--- config.mk ---
export PLATFORM = sky130hd
export DESIGN_NAME = hazard_control_unit_flat
export DESIGN_NICKNAME = d
export VERILOG_FILES = /design/src/rtl/hazard_control_unit_if.sv /design/src/rtl/hazard_control_unit.sv /design/src/flat_wrapper.sv
export SDC_FILE = /design/constraint.sdc
export NUM_CORES = 1
export LEC_CHECK = 0
export CORE_MARGIN = 2
export CORE_UTILIZATION = 28
export CTS_BUF_LIST = sky130_fd_sc_hd__clkbuf_16
export DETAILED_ROUTE_END_ITERATION = 10
export GPL_TIMING_DRIVEN = 0
export HOLD_SLACK_MARGIN = 0.02
export PLACE_DENSITY = 0.88
export SYNTH_ARGS = -nofsm -noshare
export SYNTH_HDL_FRONTEND = slang
export SYNTH_SLANG_ARGS = --single-unit
--- constraint.sdc ---
create_clock -name clk -period 2.6 [get_ports clk]
set_input_delay 0.52 -clock clk [delete_from_list [all_inputs] [get_ports clk]]
set_output_delay 0.52 -clock clk [all_outputs]
set_load 0.1 [all_outputs]
--- src/rtl/hazard_control_unit_if.sv ---
// Cache handshake bundle between the pipeline front/back end and the
// hazard_control_unit. The master side raises requests and returns
// responses; the slave side (the hazard unit) returns gated requests.
interface hazard_control_unit_if;
  logic icache_req;
  logic icache_resp;
  logic icache_read_en;
  logic dcache_req;
  logic dcache_resp;
  logic dcache_req_en;
  logic dcache_rdata_capture;

  modport master (
    output icache_req,
    output icache_resp,
    output dcache_req,
    output dcache_resp,
    input  icache_read_en,
    input  dcache_req_en,
    input  dcache_rdata_capture
  );

  modport slave (
    input  icache_req,
    input  icache_resp,
    input  dcache_req,
    input  dcache_resp,
    output icache_read_en,
    output dcache_req_en,
    output dcache_rdata_capture
  );
endinterface

--- src/rtl/hazard_control_unit.sv ---
// hazard_control_unit: stall/flush sequencer for the 5-stage RV32I pipeline.
// Handles load-use bubbles, I/D-cache miss freezes and taken-branch
// redirects, and remembers which cache already answered during a freeze so
// that it is not asked again before the pipeline advances.
// Optional feature: define HAZARD_PERF_CNT_EN to build the performance
// counters; otherwise the counter outputs are tied to zero.
module hazard_control_unit #(
  parameter int CNT_W = 32
) (
  input  logic                 clk,
  input  logic                 rst,
  hazard_control_unit_if.slave cache,
  input  logic                 id_ex_mem_read,
  input  logic [4:0]           id_ex_rd,
  input  logic [4:0]           if_id_rs1,
  input  logic [4:0]           if_id_rs2,
  input  logic                 using_rs1,
  input  logic                 using_rs2,
  input  logic                 br_taken,
  output logic                 pc_load,
  output logic                 if_id_load,
  output logic                 id_ex_load,
  output logic                 ex_mem_load,
  output logic                 mem_wb_load,
  output logic                 if_id_flush,
  output logic                 id_ex_flush,
  output logic                 stall_active,
  output logic [CNT_W-1:0]     stall_cycles,
  output logic [CNT_W-1:0]     bubble_count,
  output logic [CNT_W-1:0]     flush_count
);

  typedef enum logic {RUN = 1'b0, WAIT = 1'b1} state_t;

  state_t state;
  state_t state_next;
  logic   i_done;
  logic   d_done;
  logic   i_pend;
  logic   d_pend;
  logic   advance;
  logic   load_use;
  logic   is_redirect;
  logic   is_bubble;

  // Stall FSM state register: RUN while advancing, WAIT while frozen.
  always_ff @(posedge clk or posedge rst) begin
    if (rst) state <= RUN;
    else     state <= state_next;
  end

  // Sticky "already answered" bits: a response seen during a freeze is
  // remembered until the pipeline finally advances.
  always_ff @(posedge clk or posedge rst) begin
    if (rst) begin
      i_done <= 1'b0;
      d_done <= 1'b0;
    end else if (advance) begin
      i_done <= 1'b0;
      d_done <= 1'b0;
    end else begin
      if (cache.icache_resp) i_done <= 1'b1;
      if (cache.dcache_resp) d_done <= 1'b1;
    end
  end

  // Completion terms, hazard detection, next state and all per-cycle
  // pipeline controls; everything is forced low while reset is held.
  always_comb begin
    i_pend      = cache.icache_req & ~cache.icache_resp & ~i_done;
    d_pend      = cache.dcache_req & ~cache.dcache_resp & ~d_done;
    advance     = ~i_pend & ~d_pend;
    load_use    = id_ex_mem_read & (id_ex_rd != 5'd0) &
                  ((using_rs1 & (id_ex_rd == if_id_rs1)) |
                   (using_rs2 & (id_ex_rd == if_id_rs2)));
    is_redirect = advance & br_taken;
    is_bubble   = advance & ~br_taken & load_use;

    state_next = RUN;
    case (state)
      RUN:     state_next = advance ? RUN : WAIT;
      WAIT:    state_next = advance ? RUN : WAIT;
      default: state_next = RUN;
    endcase

    pc_load                    = 1'b0;
    if_id_load                 = 1'b0;
    id_ex_load                 = 1'b0;
    ex_mem_load                = 1'b0;
    mem_wb_load                = 1'b0;
    if_id_flush                = 1'b0;
    id_ex_flush                = 1'b0;
    stall_active               = 1'b0;
    cache.icache_read_en       = 1'b0;
    cache.dcache_req_en        = 1'b0;
    cache.dcache_rdata_capture = 1'b0;

    if (!rst) begin
      cache.icache_read_en       = cache.icache_req & ~i_done;
      cache.dcache_req_en        = cache.dcache_req & ~d_done;
      cache.dcache_rdata_capture = cache.dcache_resp & cache.dcache_req & ~d_done;
      stall_active               = ~advance;

      if (is_redirect) begin
        pc_load     = 1'b1;
        if_id_load  = 1'b1;
        id_ex_load  = 1'b1;
        ex_mem_load = 1'b1;
        mem_wb_load = 1'b1;
        if_id_flush = 1'b1;
        id_ex_flush = 1'b1;
      end else if (is_bubble) begin
        id_ex_load  = 1'b1;
        id_ex_flush = 1'b1;
        ex_mem_load = 1'b1;
        mem_wb_load = 1'b1;
      end else if (advance) begin
        pc_load     = 1'b1;
        if_id_load  = 1'b1;
        id_ex_load  = 1'b1;
        ex_mem_load = 1'b1;
        mem_wb_load = 1'b1;
      end
    end
  end

`ifdef HAZARD_PERF_CNT_EN
  // Performance counters: frozen cycles, load-use bubbles and redirects.
  always_ff @(posedge clk or posedge rst) begin
    if (rst) begin
      stall_cycles <= '0;
      bubble_count <= '0;
      flush_count  <= '0;
    end else begin
      if (!advance)    stall_cycles <= stall_cycles + 1'b1;
      if (is_bubble)   bubble_count <= bubble_count + 1'b1;
      if (is_redirect) flush_count  <= flush_count + 1'b1;
    end
  end
`else
  assign stall_cycles = '0;
  assign bubble_count = '0;
  assign flush_count  = '0;
`endif

endmodule

--- src/flat_wrapper.sv ---
// flat-port wrapper written by rule: the top's interface ports become plain ports
module hazard_control_unit_flat 
#(
  parameter int CNT_W = 32
)
  (clk, rst, id_ex_mem_read, id_ex_rd, if_id_rs1, if_id_rs2, using_rs1, using_rs2, br_taken, pc_load, if_id_load, id_ex_load, ex_mem_load, mem_wb_load, if_id_flush, id_ex_flush, stall_active, stall_cycles, bubble_count, flush_count, cache_icache_req, cache_icache_resp, cache_dcache_req, cache_dcache_resp, cache_icache_read_en, cache_dcache_req_en, cache_dcache_rdata_capture);
  hazard_control_unit_if cache_i ();
  input  logic clk;
  input  logic rst;
  input  logic id_ex_mem_read;
  input  logic [4:0] id_ex_rd;
  input  logic [4:0] if_id_rs1;
  input  logic [4:0] if_id_rs2;
  input  logic using_rs1;
  input  logic using_rs2;
  input  logic br_taken;
  output logic pc_load;
  output logic if_id_load;
  output logic id_ex_load;
  output logic ex_mem_load;
  output logic mem_wb_load;
  output logic if_id_flush;
  output logic id_ex_flush;
  output logic stall_active;
  output logic [CNT_W-1:0] stall_cycles;
  output logic [CNT_W-1:0] bubble_count;
  output logic [CNT_W-1:0] flush_count;
  input wire logic [$bits(cache_i.icache_req)-1:0] cache_icache_req;
  input wire logic [$bits(cache_i.icache_resp)-1:0] cache_icache_resp;
  input wire logic [$bits(cache_i.dcache_req)-1:0] cache_dcache_req;
  input wire logic [$bits(cache_i.dcache_resp)-1:0] cache_dcache_resp;
  output wire logic [$bits(cache_i.icache_read_en)-1:0] cache_icache_read_en;
  output wire logic [$bits(cache_i.dcache_req_en)-1:0] cache_dcache_req_en;
  output wire logic [$bits(cache_i.dcache_rdata_capture)-1:0] cache_dcache_rdata_capture;
  assign cache_i.icache_req = cache_icache_req;
  assign cache_i.icache_resp = cache_icache_resp;
  assign cache_i.dcache_req = cache_dcache_req;
  assign cache_i.dcache_resp = cache_dcache_resp;
  assign cache_icache_read_en = cache_i.icache_read_en;
  assign cache_dcache_req_en = cache_i.dcache_req_en;
  assign cache_dcache_rdata_capture = cache_i.dcache_rdata_capture;
  hazard_control_unit #(.CNT_W(CNT_W)) u_core (.clk(clk), .rst(rst), .cache(cache_i), .id_ex_mem_read(id_ex_mem_read), .id_ex_rd(id_ex_rd), .if_id_rs1(if_id_rs1), .if_id_rs2(if_id_rs2), .using_rs1(using_rs1), .using_rs2(using_rs2), .br_taken(br_taken), .pc_load(pc_load), .if_id_load(if_id_load), .id_ex_load(id_ex_load), .ex_mem_load(ex_mem_load), .mem_wb_load(mem_wb_load), .if_id_flush(if_id_flush), .id_ex_flush(id_ex_flush), .stall_active(stall_active), .stall_cycles(stall_cycles), .bubble_count(bubble_count), .flush_count(flush_count));
endmodule
==> out/qor.txt <==
status -> completed
global route overflow -> 0
Design Power -> 1.18 mW
Vias per Instance -> 3.00
Setup Skew -> 0.00220 ns
first-pass GRT wire length -> 3700 µm
Least-Margin Pin Slew -> 0.554 ns
Post-Layout Cell Count -> 314
Worst-Skew Late Latency -> 0.22 ns
RSZ-0062 raised after global routing -> false
WP data arrival -> 2.01 ns
root buffer cell -> clkbuf_16
worst setup margin -> 0.0733 ns
Slew HR -> 0.633
vias in the first global route -> 855
largest net degree at the start of global routing -> 6
Pleak -> 1.22 nW
Routed wire per std cell -> 7.85 µm
diodes inserted -> 0
clock-pin slew on the worst setup and hold paths -> 0.03 ns
CTS max path bufs -> 2
clock net sink count -> 2
Layout area overhead -> 90.6%
Netlist cell types -> 22
final setup fails -> 0
initial antenna violation count -> 0
final hold viol count -> 0
H-Tree Depth -> 1
Seq/Total Area, Yosys -> 0.0486
Hold/Removal Path Class -> in -> async
gr usage total -> 0.115
critical-path cell list -> clkdlybuf4s50_1, nor3b_4, a21oi_1, nor2_2, clkdlybuf4s18_2
total wire length -> 2470 µm
DRC violations left -> 0
crit-path max cell delay -> 0.54 ns
Fmax -> 396 MHz
via count -> 941
crit-path leading delay family -> buffers and inverters
WP depth -> 5
largest area contributor in the netlist -> buf_4
min cycle time layout -> 2.53 ns
port buffer count -> 35
Initial Util -> 0.286
count of state elements after synthesis -> 2
Die Height -> 64.6 µm
layout cells sized above 1 -> 0.489
Synth top area share -> 0.722
pwr/cell area -> 603 mW/mm²
top cells by area, synth -> buf_4, xor2_1, dfrtp_1
nets -> 293
Mapped Cells -> 133
max-slew violation count -> 0
CTS buffer count -> 3
CORE AREA -> 0.00361 mm²
Setup TNS -> 0 ns
Max IR drop VDD -> 0.640 mV
RD Place Congestion -> 0.633
worst r2r path cells -> 2
yosys warns -> 0
Hold-fix buffers, CTS -> 0
Post-Syn Area per Cell -> 7.74 µm²
ANT nets after route -> 0
CP startpoint kind -> input pin
critical path class -> in -> out
Crit. End Element -> output pin
CTS tree -> yes
Bufs and invs on worst path -> 2
most frequent cells in the layout -> buf_4, conb_1, clkdlybuf4s50_1, dlygate4sd2_1, xor2_1
Crit path required time -> 2.08 ns
Util after Layout -> 0.544
die area -> 0.00418 mm²
max-cap violation count -> 0
FP Rows -> 22
I/O pin count -> 132
Post-Syn Area -> 0.00103 mm²
placed instance count -> 311
crit path max fanout -> 3
slowest stage cell, crit path -> clkdlybuf4s18_2
DIE WIDTH -> 64.6 µm
leading cell type in the layout, fill and taps excluded -> buf_4
drt pass-1 iters -> 3
dpl ws -> -1.16 ns
Starting DRT DRC Count -> 9
hpwl dp -> 2230 µm
final worst path period share -> 0.972
[routing by layer]
layer,up-vias,share of wire,GRT usage
met2,85,0.51,0.237
met1,362,0.32,0.103
li1,492,-,-
met4,0,0.0049,0.0239
met3,2,0.16,0.0469
met5,-,0,0
[worst reg2reg max path: cells and delay by family (launching register included)]
family | cells | cell delay [ns]
AND/OR/NAND/NOR | 2 | 0.47
flip-flops | 1 | 0.44
[stage by stage]
stage	area, µm²	hold slack (ns)
final	1960	0.463
after floorplan	1460	0.269
after CTS	1970	0.467
after global routing	1960	0.485
after global placement	1870	0.589
after detailed placement	1870	0.602
[flip-flops by register name, indices dropped and copies added, names as in the netlist]
signal,count
u_core.d_done,1
u_core.i_done,1
[layout make-up]
type / instances / area, µm²
Clock buffer: 3 / 75.1
Buffer: 98 / 736
Timing Repair Buffer: 36 / 354
Fill cell: 355 / 1640
Inverter: 1 / 3.75
Sequential cell: 2 / 50.0
Multi-Input combinational cell: 126 / 684
Tap cell: 48 / 60.1
[report_power, final]
part	internal (mW)	switching [mW]	total, mW
clock	0.196	0.0340	0.230
combinational	0.170	0.750	0.920
sequential	0.0328	0.00229	0.0351
[cells in the mapped netlist, drive strengths merged]
| cell | number |
|---|---|
| a21oi | 1 |
| nor2b | 1 |
| conb | 1 |
| dfrtp | 2 |
| o21bai | 1 |
| nand3b | 1 |
| a211oi | 1 |
| a32oi | 1 |
| o21ai | 1 |
| nor3b | 3 |
| o211a | 1 |
| nor2 | 2 |
| nor4 | 2 |
| o31a | 1 |
| or4 | 1 |
| and2 | 3 |
| inv | 1 |
| xor2 | 8 |
| xnor2 | 2 |
| buf | 99 |
[worst paths after layout]
kind | start | to | slack [ns]
max reg2reg | u_core.d_done | u_core.i_done | 1.62
min in group clk | u_core.i_done | u_core.d_done | 0.63
min reg2reg | u_core.i_done | u_core.d_done | 0.63
min | rst | u_core.i_done | 0.46
max in group asynchronous | rst | u_core.d_done | 2.00
max | cache_dcache_req | stall_active | 0.07
[cells by family after synthesis]
kind of cell | share of synthesized area
AOI/OAI and AO/OA | 0.0510
and+or+nand+nor | 0.0863
xor gates and xnor gates | 0.0851
DFF | 0.0486
other | 0.00364
buffers and inverters | 0.725
[timing repair]
action	4_1_cts	5_1_grt
pin swaps	4	5
setup endpoints to repair	11	3
buffers inserted	0	1
gates resized for setup	77	8
No activity file was read; power rests on OpenSTA's default activity.
